$ cat config.mk
export PLATFORM = sky130hd
export DESIGN_NAME = icache_prefetch_gen_flat
export DESIGN_NICKNAME = d
export VERILOG_FILES = /design/src/rtl/icache_prefetch_gen_pkg.sv /design/src/rtl/icache_prefetch_gen_if.sv /design/src/rtl/icache_prefetch_gen_fifo.sv /design/src/rtl/icache_prefetch_gen.sv /design/src/flat_wrapper.sv
export SDC_FILE = /design/constraint.sdc
export NUM_CORES = 1
export LEC_CHECK = 0
export ABC_CLOCK_PERIOD_IN_PS = 3200
export CAP_MARGIN = 20
export CORE_ASPECT_RATIO = 1.25
export CORE_MARGIN = 2
export CORE_UTILIZATION = 50
export DETAILED_ROUTE_END_ITERATION = 10
export PLACE_DENSITY = 0.83
export SKIP_LAST_GASP = 1
export SLEW_MARGIN = 20
export SYNTH_ARGS = -nofsm -noshare
export SYNTH_HDL_FRONTEND = slang
export SYNTH_SLANG_ARGS = --single-unit
export TNS_END_PERCENT = 1
$ cat constraint.sdc
create_clock -name clk -period 3.2 [get_ports clk]
set_input_delay 0.8 -clock clk [delete_from_list [all_inputs] [get_ports clk]]
set_output_delay 0.8 -clock clk [all_outputs]
set_load 0.05 [all_outputs]
$ cat src/rtl/icache_prefetch_gen_pkg.sv
// Shared types and constants for the instruction-cache next-line prefetcher.
package toy_pack;

  localparam int ICACHE_REQ_ADDR_WIDTH    = 33;
  localparam int ICACHE_REQ_OPCODE_WIDTH  = 3;
  localparam int ICACHE_LINE_OFFSET_WIDTH = 6;
  localparam int ICACHE_PAGE_OFFSET_WIDTH = 12;
  localparam int ICACHE_PF_FIFO_DEPTH     = 4;
  localparam int ICACHE_PF_CNT_WIDTH      = $clog2(ICACHE_PF_FIFO_DEPTH + 1);

  typedef logic [ICACHE_REQ_ADDR_WIDTH-1:0] req_addr_t;

  localparam logic [ICACHE_REQ_OPCODE_WIDTH-1:0] ICACHE_OPCODE_PREFETCH = 3'd2;
  localparam req_addr_t ICACHE_LINE_BYTES = req_addr_t'(1) << ICACHE_LINE_OFFSET_WIDTH;

  // Generator FSM encoding
  localparam logic [0:0] PF_ST_IDLE = 1'b0;
  localparam logic [0:0] PF_ST_GEN  = 1'b1;

  // Internal state exported for observation
  typedef struct packed {
    logic [0:0]                     state;
    logic [1:0]                     remain;
    logic [ICACHE_PF_CNT_WIDTH-1:0] fifo_count;
    logic                           last_valid;
  } pf_dbg_t;

  // Clear the byte-in-line offset bits
  function automatic req_addr_t line_align(input req_addr_t a);
    return {a[ICACHE_REQ_ADDR_WIDTH-1:ICACHE_LINE_OFFSET_WIDTH],
            {ICACHE_LINE_OFFSET_WIDTH{1'b0}}};
  endfunction

endpackage

$ cat src/rtl/icache_prefetch_gen_if.sv
// Trigger and prefetch-request bundle of the next-line prefetcher.
// Handshake rule for both channels: a transfer happens on a rising clk edge
// where vld and rdy are both 1; a producer holding vld=1 keeps its payload
// stable until that edge, and rdy may depend combinationally on the state.
interface icache_prefetch_gen_if;
  import toy_pack::*;

  logic                               pf_en;
  logic [1:0]                         pf_degree;
  logic                               trig_vld;
  logic                               trig_rdy;
  req_addr_t                          trig_addr;
  logic                               pf_flush;
  logic                               prefetch_req_vld;
  logic                               prefetch_req_rdy;
  logic [ICACHE_REQ_OPCODE_WIDTH-1:0] prefetch_req_opcode;
  req_addr_t                          prefetch_req_addr;

  // Prefetcher side
  modport master (
    input  pf_en, pf_degree, trig_vld, trig_addr, pf_flush, prefetch_req_rdy,
    output trig_rdy, prefetch_req_vld, prefetch_req_opcode, prefetch_req_addr
  );

  // Cache controller / arbiter side
  modport slave (
    output pf_en, pf_degree, trig_vld, trig_addr, pf_flush, prefetch_req_rdy,
    input  trig_rdy, prefetch_req_vld, prefetch_req_opcode, prefetch_req_addr
  );
endinterface

$ cat src/rtl/icache_prefetch_gen_fifo.sv
// Small circular FIFO holding pending prefetch line addresses.
// Full/empty come from the registered count only, so a pop in the same
// cycle never frees space for a push.
module icache_pf_fifo #(
  parameter int WIDTH = 33,
  parameter int DEPTH = 4
) (
  input  logic                         clk,
  input  logic                         rst_n,
  input  logic                         push,
  input  logic [WIDTH-1:0]             push_data,
  input  logic                         pop,
  input  logic                         flush,
  output logic [WIDTH-1:0]             head,
  output logic                         empty,
  output logic                         full,
  output logic [$clog2(DEPTH+1)-1:0]   count
);
  localparam int PW = (DEPTH > 1) ? $clog2(DEPTH) : 1;
  localparam int CW = $clog2(DEPTH + 1);

  logic [WIDTH-1:0] mem [DEPTH];
  logic [PW-1:0]    wr_ptr;
  logic [PW-1:0]    rd_ptr;
  logic             do_push;
  logic             do_pop;

  function automatic logic [PW-1:0] ptr_inc(input logic [PW-1:0] p);
    return (p == PW'(DEPTH - 1)) ? '0 : p + PW'(1);
  endfunction

  assign empty   = (count == '0);
  assign full    = (count == CW'(DEPTH));
  assign do_push = push & ~full;
  assign do_pop  = pop & ~empty;
  assign head    = mem[rd_ptr];

  // Storage, pointers and occupancy; flush overrides push and pop
  always_ff @(posedge clk or negedge rst_n) begin
    if (!rst_n) begin
      wr_ptr <= '0;
      rd_ptr <= '0;
      count  <= '0;
      for (int i = 0; i < DEPTH; i++) mem[i] <= '0;
    end else if (flush) begin
      wr_ptr <= '0;
      rd_ptr <= '0;
      count  <= '0;
    end else begin
      if (do_push) begin
        mem[wr_ptr] <= push_data;
        wr_ptr      <= ptr_inc(wr_ptr);
      end
      if (do_pop) rd_ptr <= ptr_inc(rd_ptr);
      case ({do_push, do_pop})
        2'b10:   count <= count + CW'(1);
        2'b01:   count <= count - CW'(1);
        default: count <= count;
      endcase
    end
  end
endmodule

$ cat src/rtl/icache_prefetch_gen.sv
// Next-line instruction prefetcher: a demand-miss trigger spawns up to three
// sequential line prefetches, staying inside the 4 KB page of the miss and
// skipping a line identical to the previously generated one.
module icache_prefetch_gen
  import toy_pack::*;
(
  input  logic                        clk,
  input  logic                        rst_n,
  icache_prefetch_gen_if.master       bus,
  output pf_dbg_t                     dbg
);
  logic [0:0]                     state;
  req_addr_t                      cur_line;
  req_addr_t                      last_line;
  logic                           last_valid;
  logic [1:0]                     remain;
  logic                           active;
  logic                           trig_hs;
  logic                           page_cross;
  logic                           push;
  logic                           fifo_empty;
  logic                           fifo_full;
  logic [ICACHE_PF_CNT_WIDTH-1:0] fifo_count;

  // active holds trig_rdy low until the first edge after reset release
  assign bus.trig_rdy = active & (state == PF_ST_IDLE) & bus.pf_en & ~bus.pf_flush;
  assign trig_hs      = bus.trig_vld & bus.trig_rdy;
  assign page_cross   = (cur_line[ICACHE_PAGE_OFFSET_WIDTH-1:ICACHE_LINE_OFFSET_WIDTH] == '0);

  assign bus.prefetch_req_vld    = ~fifo_empty;
  assign bus.prefetch_req_opcode = ICACHE_OPCODE_PREFETCH;

  assign dbg = '{state: state, remain: remain, fifo_count: fifo_count, last_valid: last_valid};

  // Push the current line unless it duplicates the last generated line
  always_comb begin
    push = 1'b0;
    if (state == PF_ST_GEN && !bus.pf_flush && !page_cross && !fifo_full)
      push = !(last_valid && (cur_line == last_line));
  end

  // Generator FSM; flush aborts everything and forgets the dedup history
  always_ff @(posedge clk or negedge rst_n) begin
    if (!rst_n) begin
      state      <= PF_ST_IDLE;
      cur_line   <= '0;
      last_line  <= '0;
      last_valid <= 1'b0;
      remain     <= '0;
      active     <= 1'b0;
    end else begin
      active <= 1'b1;
      if (bus.pf_flush) begin
        state      <= PF_ST_IDLE;
        last_valid <= 1'b0;
        remain     <= '0;
      end else begin
        case (state)
          PF_ST_IDLE: begin
            if (trig_hs && bus.pf_degree != 2'd0) begin
              cur_line <= line_align(bus.trig_addr) + ICACHE_LINE_BYTES;
              remain   <= bus.pf_degree;
              state    <= PF_ST_GEN;
            end
          end
          PF_ST_GEN: begin
            if (page_cross) begin
              state  <= PF_ST_IDLE;
              remain <= '0;
            end else if (!fifo_full) begin
              last_line  <= cur_line;
              last_valid <= 1'b1;
              cur_line   <= cur_line + ICACHE_LINE_BYTES;
              remain     <= remain - 2'd1;
              if (remain == 2'd1) state <= PF_ST_IDLE;
            end
          end
          default: state <= PF_ST_IDLE;
        endcase
      end
    end
  end

  icache_pf_fifo #(
    .WIDTH (ICACHE_REQ_ADDR_WIDTH),
    .DEPTH (ICACHE_PF_FIFO_DEPTH)
  ) u_fifo (
    .clk       (clk),
    .rst_n     (rst_n),
    .push      (push),
    .push_data (cur_line),
    .pop       (bus.prefetch_req_vld & bus.prefetch_req_rdy),
    .flush     (bus.pf_flush),
    .head      (bus.prefetch_req_addr),
    .empty     (fifo_empty),
    .full      (fifo_full),
    .count     (fifo_count)
  );
endmodule

$ cat src/flat_wrapper.sv
// flat-port wrapper written by rule: the top's interface ports become plain ports
module icache_prefetch_gen_flat import toy_pack::*;
  (clk, rst_n, dbg, bus_pf_en, bus_pf_degree, bus_trig_vld, bus_trig_addr, bus_pf_flush, bus_prefetch_req_rdy, bus_trig_rdy, bus_prefetch_req_vld, bus_prefetch_req_opcode, bus_prefetch_req_addr);
  icache_prefetch_gen_if bus_i ();
  input  logic clk;
  input  logic rst_n;
  output pf_dbg_t dbg;
  input wire logic [$bits(bus_i.pf_en)-1:0] bus_pf_en;
  input wire logic [$bits(bus_i.pf_degree)-1:0] bus_pf_degree;
  input wire logic [$bits(bus_i.trig_vld)-1:0] bus_trig_vld;
  input wire logic [$bits(bus_i.trig_addr)-1:0] bus_trig_addr;
  input wire logic [$bits(bus_i.pf_flush)-1:0] bus_pf_flush;
  input wire logic [$bits(bus_i.prefetch_req_rdy)-1:0] bus_prefetch_req_rdy;
  output wire logic [$bits(bus_i.trig_rdy)-1:0] bus_trig_rdy;
  output wire logic [$bits(bus_i.prefetch_req_vld)-1:0] bus_prefetch_req_vld;
  output wire logic [$bits(bus_i.prefetch_req_opcode)-1:0] bus_prefetch_req_opcode;
  output wire logic [$bits(bus_i.prefetch_req_addr)-1:0] bus_prefetch_req_addr;
  assign bus_i.pf_en = bus_pf_en;
  assign bus_i.pf_degree = bus_pf_degree;
  assign bus_i.trig_vld = bus_trig_vld;
  assign bus_i.trig_addr = bus_trig_addr;
  assign bus_i.pf_flush = bus_pf_flush;
  assign bus_i.prefetch_req_rdy = bus_prefetch_req_rdy;
  assign bus_trig_rdy = bus_i.trig_rdy;
  assign bus_prefetch_req_vld = bus_i.prefetch_req_vld;
  assign bus_prefetch_req_opcode = bus_i.prefetch_req_opcode;
  assign bus_prefetch_req_addr = bus_i.prefetch_req_addr;
  icache_prefetch_gen u_core (.clk(clk), .rst_n(rst_n), .bus(bus_i), .dbg(dbg));
endmodule
======== After elaboration in Yosys (flattened, before gate mapping) ========
Index checks and enable logic that the tools add are counted.
storage, ports and cells
  input bits .............................. 41
  register bits after elaboration ......... 210
  logic and storage cells ................. 107
  output and inout bits ................... 45
operators by class
  equal/unequal tests ..................... 14
  muxes and demuxes ....................... 34
  add/subtract/negate cells ............... 7
  reductions and logical operators ........ 22
  bitwise operators ....................... 14
  $lt $le $gt $ge ......................... 3
operators with widths
  operator               count
  $mux 33                6
  $bwmux 132             1
  $add 33x7->33 const B  2
  $bmux 33 s2            1
  $demux 33 s2           1
  $pmux 33 s2            1
  $eq 33x33->1           1
  $mux 2                 10
  $mux 1                 10
  $ne 2x2->1 const B     5
  $reduce_and 4->1       2
  $reduce_bool 2->1      4
  $and 1x1->1            7
  $eq 2x2->1 const B     3
  $ge 3x3->1 const B     2
  $logic_and 1x1->1      6
  $logic_not 6->1        1
  $not 2->3              2
  $pmux 3 s2             1
  $not 1->1              5
  $add 2x1->2 const B    2
  $eq 2x1->1 const B     2
  $logic_not 1->1        4
  $ne 4x4->1 const B     1
  other kinds (13)       14

======== Longest topological paths before layout ========
Gate-level depths: netlist (run 1).
  depth after elaboration ................. 9
  mapped depth ............................ 13

======== Modules after synthesis ========
From an unflattened synthesis (run 1), not the netlist that was laid out.
second synthesis, totals
  cell total of the unflattened synthesis .. 876
  area total of the unflattened synthesis .. 10,299.9 um^2
by module, submodules not included
  module               sequential area each (um^2)  area an instance (um^2)  cells each  instances
  icache_pf_fifo       3,478.3                      6,199.7                  383         1
  icache_prefetch_gen  1,476.4                      4,100.2                  493         1

======== Worst setup path before layout (run 1) ========
Ideal clock, no wire load.
  path type ............................... register to register
  start point ............................. register u_core.state
  end point ............................... register u_core.cur_line[16]
  setup slack ............................. -175 ps
  stages on the path, launching flop included .. 14
  required time ........................... 3,078 ps
  path buffers ............................ 6
  clock period less this slack ............ 3,375 ps
  data arrival time ....................... 3,254 ps
  library setup time ...................... 122 ps
  path through ............................ dfrtp_1 > buf_2 > buf_4 > clkbuf_1 > buf_2 > buf_2 > buf_2 > mux2_2 > ha_1 > nand2_1 > nor3b_1 > a21boi_0 > mux2_2 > a32o_1
between the ends
  cells in the longest elaborated chain, start to end .. 8
  elaborated cells between the ends (all ways) .. 11
  classes of those cells .................. 3 x eq/ne; 1 x mux; 5 x bitwise; 2 x reduce/logical
RTL lines
  what                               RTL line                                              RTL
  start, declared                    icache_prefetch_gen.sv:12                             logic [0:0] state;
  start signal, assigned             icache_prefetch_gen.sv:45                             state <= PF_ST_IDLE;
  start signal, assigned             icache_prefetch_gen.sv:54                             state <= PF_ST_IDLE;
  start signal, assigned             icache_prefetch_gen.sv:63                             state <= PF_ST_GEN;
  $not 1->1                          icache_prefetch_gen.sv:26, icache_prefetch_gen.sv:58
  $and 1x1->1 (3 in a row)           icache_prefetch_gen.sv:26                             assign bus.trig_rdy = active & (state == PF_ST_IDLE) & bus.pf_en & ~bus.pf_flush;
  $and 1x1->1                        icache_prefetch_gen.sv:27                             assign trig_hs = bus.trig_vld & bus.trig_rdy;
  $logic_and 1x1->1                  icache_prefetch_gen.sv:60                             if (trig_hs && bus.pf_degree != 2'd0) begin
  $ne 2x2->1 (no source line)        n/a
  $reduce_and 4->1 (no source line)  n/a
  end signal, assigned               icache_prefetch_gen.sv:61                             cur_line <= line_align(bus.trig_addr) + ICACHE_LINE_BYTES;
  end signal, assigned               icache_prefetch_gen.sv:73                             cur_line <= cur_line + ICACHE_LINE_BYTES;
  end, declared                      icache_prefetch_gen.sv:13                             req_addr_t cur_line;
Parallel ways exist; a longest one is shown, timed or not.
A chain may end at the register's enable or synchronous reset.

======== Worst setup path in the final report (run 1) ========
  start point ............................. register u_core.state
  end point ............................... output port dbg[6] (netlist name)
RTL lines
  what           RTL line           RTL
  end, declared  flat_wrapper.sv:7  output pf_dbg_t dbg;
No word-level cell between the ends.

==> metrics.txt, run 1 <==
# TYPE chip_impl_metric gauge
chip_impl_metric{name="grt.overflow.total",unit=""} 0
chip_impl_metric{name="cell_area_after_technology_mapping",unit="mm2"} 0.00926
chip_impl_metric{name="grt.total_usage",unit="%"} 23.4
chip_impl_metric{name="areaGrowthSynthToFinish",unit="%"} 18.3
chip_impl_metric{name="synth-edff-count",unit=""} 0
chip_impl_info{name="timing.critical_path.from_type",value="flip-flop"} 1
chip_impl_metric{name="post-route-worst-setup-slack",unit="ns"} 0.319
chip_impl_metric{name="power_per_unit_of_standard_cell_area",unit="mW/mm2"} 834
chip_impl_metric{name="detail_route.drc_violations",unit=""} 0
chip_impl_metric{name="critical_path_required",unit="ns"} 2.40
chip_impl_metric{name="tightest_slew",unit="ns"} 0.694
chip_impl_metric{name="via_count",unit=""} 6614
chip_impl_metric{name="dp.final_hpwl",unit="um"} 14800
chip_impl_metric{name="synth.yosys.seq_area_share",unit="%"} 47.0
chip_impl_metric{name="die_w",unit="um"} 126
chip_impl_metric{name="finalHoldViolations",unit=""} 0
chip_impl_metric{name="postCtsSetupRepairBufs",unit=""} 0
chip_impl_metric{name="drive_gt1_share",unit="%"} 35.5
chip_impl_metric{name="met1_usage",unit="%"} 28.3
chip_impl_metric{name="cts_max_path_buffers",unit=""} 2
chip_impl_metric{name="post_cts_sizing",unit=""} 0
chip_impl_metric{name="worst_clock_skew",unit="ns"} 0.0119
chip_impl_metric{name="cts_made_buffers",unit=""} 17
chip_impl_info{name="status",value="complete, no violations"} 1
chip_impl_metric{name="sw_frac_of_total",unit="%"} 38.3
chip_impl_info{name="post_synth_main_area_contributors",value="dfrtp_1 47%, mux2_2 18%, mux4_2 6.6%"} 1
chip_impl_metric{name="via_per_inst",unit=""} 6.11
chip_impl_metric{name="nets",unit=""} 890
chip_impl_metric{name="final-setup-viol-count",unit=""} 0
chip_impl_metric{name="grt.met3_usage",unit="%"} 3.74
chip_impl_metric{name="maxCapViolations",unit=""} 0
chip_impl_metric{name="worstSkewPairLatency",unit="ns"} 0.43
chip_impl_metric{name="yosys_warnings",unit=""} 0
chip_impl_metric{name="post_synth.cell_area_avg",unit="um2"} 12.0
chip_impl_metric{name="combPwrFrac",unit="%"} 39.3
chip_impl_info{name="crit_path_end_kind",value="output port"} 1
chip_impl_info{name="ys_dominant_reg_cell",value="dfrtp_1"} 1
chip_impl_info{name="critPathLaunch",value="u_core.state"} 1
chip_impl_metric{name="share_seq_of_total_power",unit="%"} 35.3
chip_impl_metric{name="synth_cells",unit=""} 769
chip_impl_metric{name="fp.dieH",unit="um"} 156
chip_impl_metric{name="finalNonFillerCells",unit=""} 1082
chip_impl_metric{name="htreeDepth",unit=""} 4
chip_impl_info{name="criticalPathCategory",value="reg2out"} 1
chip_impl_metric{name="clock.fmax",unit="GHz"} 0.347
chip_impl_metric{name="postRouteAntennaNets",unit=""} 0
chip_impl_metric{name="max_slew_headroom",unit="%"} 53.3
chip_impl_metric{name="fraction_of_registers_with_async_set_or_reset_after_synthesis",unit="%"} 100
chip_impl_metric{name="synth-seq-cells",unit=""} 174
chip_impl_metric{name="grt_first_pass_wirelength",unit="um"} 36200
chip_impl_metric{name="initial_util",unit="%"} 51.1
chip_impl_metric{name="antenna_violations_before_repair",unit=""} 0
chip_impl_metric{name="clock_network_fraction_of_total_power",unit="%"} 25.4
chip_impl_metric{name="dr_iter_0_viols",unit=""} 426
chip_impl_metric{name="timing.critical_path.slowest_cell_delay",unit="ns"} 0.85
chip_impl_metric{name="design_area",unit="mm2"} 0.0110
chip_impl_info{name="grt_setup_unrepaired",value="no"} 1
chip_impl_metric{name="diodes",unit=""} 0
chip_impl_metric{name="pin_count_of_the_biggest_net_entering_global_routing",unit=""} 74
chip_impl_metric{name="numPortBuffers",unit=""} 70
chip_impl_metric{name="final_period_minus_worst_setup_slack",unit="ns"} 2.88
chip_impl_metric{name="dr.pass1.iters",unit=""} 5
chip_impl_info{name="gr_busiest_metal",value="met2"} 1
chip_impl_metric{name="cts_hold_buf",unit=""} 0
chip_impl_metric{name="timing.final.crit_share",unit="%"} 90.0
chip_impl_metric{name="max-vdd-ir-drop",unit="mV"} 0.516
chip_impl_metric{name="cts_sinks",unit=""} 174
chip_impl_info{name="worstPathCellList",value="buf_12, clkdlybuf4s50_1"} 1
chip_impl_info{name="synth_top_area_cell",value="dfrtp_1"} 1
chip_impl_info{name="timing.critical_path.slowest_stage_cell",value="clkdlybuf4s50_1"} 1
chip_impl_metric{name="place_ws",unit="ns"} 0.0554
chip_impl_metric{name="design.portCount",unit=""} 86
chip_impl_metric{name="post-route-util",unit="%"} 60.5
chip_impl_metric{name="p_int",unit="mW"} 5.63
chip_impl_metric{name="place_congestion",unit=""} 0.892
chip_impl_metric{name="routed_wire_per_std_cell",unit="um"} 20.5
chip_impl_metric{name="path_clk_slew",unit="ns"} 0.07
chip_impl_info{name="tritoncts",value="done"} 1
chip_impl_metric{name="finalWirelength",unit="um"} 22200
chip_impl_metric{name="share_of_the_synthesized_area_in_the_top_cell_type",unit="%"} 47.0
chip_impl_metric{name="die_area",unit="mm2"} 0.0196
chip_impl_metric{name="post_synth_num_cell_types",unit=""} 72
chip_impl_metric{name="placedInstanceArea",unit="mm2"} 0.0103
chip_impl_metric{name="first_global_vias",unit=""} 6885
chip_impl_metric{name="switchingPower",unit="mW"} 3.49
chip_impl_metric{name="final-max-slew-violation-count",unit=""} 0
chip_impl_metric{name="cellLeakagePower",unit="nW"} 4.89
chip_impl_metric{name="placeableCoreArea",unit="mm2"} 0.0181
chip_impl_metric{name="cp_data_arrival_time",unit="ns"} 2.08
chip_impl_metric{name="numPlacedInstances",unit=""} 1050
chip_impl_info{name="regToRegStartpoint",value="u_core.cur_line[9]"} 1
chip_impl_info{name="root_buffer",value="clkbuf_16"} 1
chip_impl_metric{name="worst_path_max_fanout",unit=""} 60
chip_impl_metric{name="core.rowCount",unit=""} 55
chip_impl_info{name="hold_path_class",value="in2async"} 1
chip_impl_metric{name="grtUsageMet2",unit="%"} 40.8
-- Yosys cell counts (12+ instances only) --
| cell type | number |
|---|---|
| mux4_2 | 27 |
| nor2b_1 | 14 |
| clkbuf_1 | 34 |
| a21oi_1 | 26 |
| mux2i_1 | 19 |
| buf_4 | 18 |
| nand4_1 | 13 |
| nor2_1 | 41 |
| nor3_1 | 12 |
| inv_1 | 12 |
| xnor2_1 | 29 |
| buf_2 | 16 |
| dfrtp_1 | 174 |
| mux2_2 | 144 |
| o21ai_0 | 23 |
| nand2_1 | 26 |
-- cells by family after synthesis --
kind of cell               synth area share [%]
buffers and inverters                      4.69
muxes                                      26.3
AOI/OAI and AO/OA                          8.23
DFF                                        47.0
and+or+nand+nor                            9.69
other                                    0.0811
adders and majority gates                  1.16
xor gates and xnor gates                   2.84
-- critical path, delay by kind of cell, from the launching register on --
family | cells | cell delay (ns)
buffers and inverters | 2 | 1.13
flip-flops | 1 | 0.49
-- power by group through the flow --
stage	Combinational [mW]	Sequential (mW)	Clock [mW]
2_1_floorplan	2.64	3.03	0
3_3_place_gp	3.51	3.21	0
3_5_place_dp	3.56	3.24	0
4_1_cts	3.60	3.21	2.33
5_1_grt	3.81	3.29	2.42
6_report	3.59	3.22	2.32
-- cell type report --
class / count / area [um2]
flip-flops and latches: 174 / 4360
multi-input cells: 515 / 4510
repair buffers: 121 / 1090
inverters: 12 / 45.0
clock buffers: 20 / 467
well taps: 228 / 285
fillers: 1355 / 7150
clock inverters: 12 / 199
-- registers in the layout (all words and copies together) (netlist names) --
signal                flops
u_core.u_fifo.wr_ptr      2
u_core.u_fifo.rd_ptr      2
u_core.cur_line          27
u_core.last_valid         1
u_core.active             1
u_core.last_line         27
u_core.u_fifo.mem       108
u_core.u_fifo.count       3
u_core.remain             2
u_core.state              1
-- layout by cell type, fill, tap and decap left out, types with 4 or more instances in the layout --
| master | instances |
|---|---|
| clkdlybuf4s50_1 | 41 |
| xnor2_1 | 29 |
| mux4_2 | 27 |
| dfrtp_1 | 172 |
| and3_1 | 5 |
| a22oi_1 | 4 |
| nand3b_1 | 6 |
| o31ai_1 | 5 |
| nor2b_1 | 14 |
| a31oi_1 | 10 |
| or3_1 | 5 |
| mux2_2 | 144 |
| buf_12 | 6 |
| bufinv_16 | 4 |
| ha_1 | 7 |
| mux2i_1 | 19 |
| nand2_1 | 26 |
| o211ai_1 | 4 |
| or2_2 | 5 |
| nand3_1 | 11 |
| inv_1 | 12 |
| a21oi_1 | 26 |
| o21ai_0 | 23 |
| clkbuf_16 | 17 |
| nand4_1 | 13 |
| nor2_1 | 41 |
| nor3_1 | 11 |
| conb_1 | 10 |
| buf_4 | 73 |
-- per-stage QoR --
stage | total power [mW] | hold WS (ns) | TNS [ns]
after floorplan | 5.67 | 0.459 | -0.0840
after global placement | 6.71 | 0.473 | 0
after detailed placement | 6.80 | 0.488 | 0
after CTS | 9.15 | 0.400 | 0
after global routing | 9.51 | 0.423 | 0
final | 9.13 | 0.363 | 0
-- final timing paths --
path                       slack (ns)  cells after the start                    end
setup / recovery                 0.32                      2                 dbg[6]
hold / removal                   0.36                      1  u_core.u_fifo.mem[30]
setup reg to reg                 0.32                      6    u_core.cur_line[30]
hold reg to reg                  0.50                      1  u_core.u_fifo.mem[64]
max in group asynchronous        2.02                      2    u_core.cur_line[18]
min in group clk                 0.50                      1  u_core.u_fifo.mem[64]
-- per-layer routing --
layer / part of all wire (%) / vias to the layer above
met4: 3.7 / 0
met3: 4.7 / 68
li1: - / 2937
met1: 39 / 3363
met5: 0 / -
met2: 53 / 246
Note: power is estimated with default switching activity, not from simulation.
==> run 2: changes to the inputs <==
Settings changed: GPL_TIMING_DRIVEN set to 0, SKIP_LAST_GASP 1 to unset.
==> metrics.txt, run 2 (synthesis results as in run 1) <==
# TYPE chip_impl_metric gauge
chip_impl_metric{name="cp_data_arrival_time",unit="ns"} 3.43
chip_impl_info{name="timing.critical_path.slowest_stage_cell",value="clkdlybuf4s50_1"} 1
chip_impl_metric{name="diodes",unit=""} 0
chip_impl_metric{name="critical_path.n_buffers_inverters",unit=""} 2
chip_impl_metric{name="routed_wire_per_std_cell",unit="um"} 21.1
chip_impl_metric{name="sw_frac_of_total",unit="%"} 39.7
chip_impl_metric{name="die_w",unit="um"} 126
chip_impl_metric{name="largest_register_ffs",unit=""} 108
chip_impl_metric{name="timing.critical_path.slowest_cell_delay",unit="ns"} 0.64
chip_impl_metric{name="ff2ff_setup_slack",unit="ns"} 0.10
chip_impl_metric{name="post-route-util",unit="%"} 60.4
chip_impl_info{name="tritoncts",value="done"} 1
chip_impl_metric{name="final-setup-viol-count",unit=""} 0
chip_impl_metric{name="worstSkewPairLatency",unit="ns"} 0.45
chip_impl_info{name="leading_cell_type_in_the_layout_fill_and_taps_excluded",value="dfrtp_1"} 1
chip_impl_info{name="timing.critical_path.from_type",value="input pin"} 1
chip_impl_metric{name="place_congestion",unit=""} 0.920
chip_impl_metric{name="placeableCoreArea",unit="mm2"} 0.0181
chip_impl_metric{name="core.rowCount",unit=""} 55
chip_impl_metric{name="max-vdd-ir-drop",unit="mV"} 0.628
chip_impl_metric{name="cellLeakagePower",unit="nW"} 4.87
chip_impl_metric{name="p_int",unit="mW"} 5.30
chip_impl_metric{name="max_slew_headroom",unit="%"} 32.5
chip_impl_info{name="endpoint_of_the_worst_slack_reg_to_reg_timing_path",value="u_core.cur_line[16]"} 1
chip_impl_metric{name="combPwrFrac",unit="%"} 42.1
chip_impl_metric{name="design_area",unit="mm2"} 0.0109
chip_impl_info{name="biggestRegsByFlops",value="u_core.u_fifo.mem (108), u_core.cur_line (27), u_core.last_line (27)"} 1
chip_impl_metric{name="clock_network_fraction_of_total_power",unit="%"} 23.3
chip_impl_metric{name="placedInstanceArea",unit="mm2"} 0.0103
chip_impl_metric{name="first_global_vias",unit=""} 7005
chip_impl_metric{name="dr.pass1.iters",unit=""} 8
chip_impl_metric{name="final-max-slew-violation-count",unit=""} 0
chip_impl_metric{name="seqCellArea",unit="mm2"} 0.00435
chip_impl_metric{name="fp.dieH",unit="um"} 156
chip_impl_metric{name="postRouteAntennaNets",unit=""} 0
chip_impl_info{name="grt_setup_unrepaired",value="yes"} 1
chip_impl_metric{name="via_count",unit=""} 6851
chip_impl_metric{name="cts_max_path_buffers",unit=""} 2
chip_impl_metric{name="final_period_minus_worst_setup_slack",unit="ns"} 3.18
chip_impl_metric{name="switchingPower",unit="mW"} 3.49
chip_impl_metric{name="drive_gt1_share",unit="%"} 30.4
chip_impl_metric{name="grt.total_usage",unit="%"} 24.3
chip_impl_metric{name="grt_first_pass_wirelength",unit="um"} 37100
chip_impl_metric{name="timing.final.crit_share",unit="%"} 99.3
chip_impl_metric{name="nets",unit=""} 914
chip_impl_metric{name="cts_hold_buf",unit=""} 0
chip_impl_metric{name="cts_sinks",unit=""} 174
chip_impl_metric{name="dp.final_hpwl",unit="um"} 16000
chip_impl_metric{name="worst_clock_skew",unit="ns"} 0.00934
chip_impl_info{name="worstPathCellList",value="clkdlybuf4s50_1, nand3b_1, a22oi_1, nand3_1, clkbuf_1, nor2_1, nor4b_1, a311oi_1"} 1
chip_impl_metric{name="clock.fmax",unit="GHz"} 0.315
chip_impl_info{name="critPathTopFamily",value="simple AND/OR/NAND/NOR gates"} 1
chip_impl_info{name="crit_path_end_kind",value="flip-flop"} 1
chip_impl_metric{name="critical_path_required",unit="ns"} 3.45
chip_impl_metric{name="antenna_violations_before_repair",unit=""} 0
chip_impl_info{name="layout_common_cells",value="174 x dfrtp_1, 144 x mux2_2, 46 x clkdlybuf4s50_1"} 1
chip_impl_metric{name="grt.overflow.total",unit=""} 0
chip_impl_metric{name="tightest_slew",unit="ns"} 1.00
chip_impl_metric{name="reg2regPathDepth",unit=""} 11
chip_impl_metric{name="path_clk_slew",unit="ns"} 0.06
chip_impl_metric{name="num-fill-cells",unit=""} 1381
chip_impl_metric{name="cts_made_buffers",unit=""} 17
chip_impl_metric{name="finalHoldViolations",unit=""} 0
chip_impl_info{name="top_register",value="u_core.u_fifo.mem"} 1
chip_impl_info{name="hold_path_class",value="in2async"} 1
chip_impl_metric{name="power_per_unit_of_standard_cell_area",unit="mW/mm2"} 804
chip_impl_metric{name="share_seq_of_total_power",unit="%"} 34.6
chip_impl_metric{name="worst_path_max_fanout",unit=""} 10
chip_impl_metric{name="power",unit="mW"} 8.79
chip_impl_metric{name="detail_route.drc_violations",unit=""} 0
chip_impl_metric{name="via_per_inst",unit=""} 6.19
chip_impl_metric{name="multiInputGateArea",unit="mm2"} 0.00454
chip_impl_info{name="regToRegStartpoint",value="u_core.state"} 1
chip_impl_info{name="root_buffer",value="clkbuf_16"} 1
chip_impl_metric{name="numPortBuffers",unit=""} 69
chip_impl_info{name="criticalPathCategory",value="in2reg"} 1
chip_impl_metric{name="dr_iter_0_viols",unit=""} 629
chip_impl_info{name="status",value="complete, no violations"} 1
chip_impl_metric{name="htreeDepth",unit=""} 4
chip_impl_metric{name="maxCapViolations",unit=""} 0
chip_impl_metric{name="design.portCount",unit=""} 86
chip_impl_metric{name="finalWirelength",unit="um"} 23400
chip_impl_metric{name="die_area",unit="mm2"} 0.0196
chip_impl_metric{name="pin_count_of_the_biggest_net_entering_global_routing",unit=""} 89
chip_impl_metric{name="areaGrowthSynthToFinish",unit="%"} 18.0
chip_impl_metric{name="initial_util",unit="%"} 51.1
[run 2: final cells by class]
cell class	instances	area share (%)
timing repair buffer	71	6.52
clock buffer	23	4.37
sequential	174	39.8
inverter	12	0.412
multi-input combinational	515	41.6
clock inverter	9	0.905
buffer	74	3.74
tap	228	2.61
[run 2: how the worst max path moves through the flow]
stage                           endpoint  depth (start not counted)                    start  slack (ns)
2_1_floorplan        u_core.cur_line[16]                         13             u_core.state       -0.08
3_3_place_gp       u_core.u_fifo.mem[85]                          1                    rst_n       -5.71
3_5_place_dp         u_core.cur_line[16]                         13             u_core.state       -1.09
4_1_cts        bus_prefetch_req_addr[27]                          4  u_core.u_fifo.rd_ptr[0]        0.03
5_1_grt        bus_prefetch_req_addr[27]                          4  u_core.u_fifo.rd_ptr[0]       -0.03
6_report             u_core.cur_line[27]                          8         bus_trig_addr[9]        0.02
[run 2: metal layers]
layer	track usage, %	wire, um	vias to the layer above
li1	-	-	2994
met1	29.9	9370	3450
met2	41.6	11700	318
met3	3.91	1310	89
met4	12.6	955	0
met5	0	0	-
[run 2: worst reg2reg max path, stage by stage (launching register included)]
cell      delay (ns)
dfrtp_1         0.40
buf_4           0.21
buf_8           0.24
buf_4           0.23
buf_4           0.24
mux2_2          0.18
ha_1            0.26
nand2_2         0.15
nor3b_4         0.26
a21boi_2        0.24
mux2_2          0.35
a32o_1          0.22
[run 2: power groups by stage]
stage	logic [mW]	clock network, mW	registers (mW)
after floorplan	2.64	0	3.03
after detailed placement	3.78	0	3.06
after CTS	3.70	2.06	3.03
after global routing	3.92	2.16	3.10
final	3.70	2.05	3.04
after global placement	3.70	0	3.03
[run 2: repair_timing]
action,in CTS,in global routing
setup buffers,0,1
hold endpoints to repair,0,0
setup endpoints to repair,42,10
gates resized for setup,35,9
pin swaps,0,1
[run 2: per-stage QoR]
step	setup WS (ns)	hold slack [ns]	std cells	TNS, ns
3_3_place_gp	-5.71	0.474	1074	-1004.81
3_5_place_dp	-1.09	0.483	1075	-15.34
5_1_grt	-0.0299	0.427	1106	-0.111
6_report	0.0228	0.349	1106	0
4_1_cts	0.0341	0.391	1105	0
2_1_floorplan	-0.0840	0.459	777	-0.0840
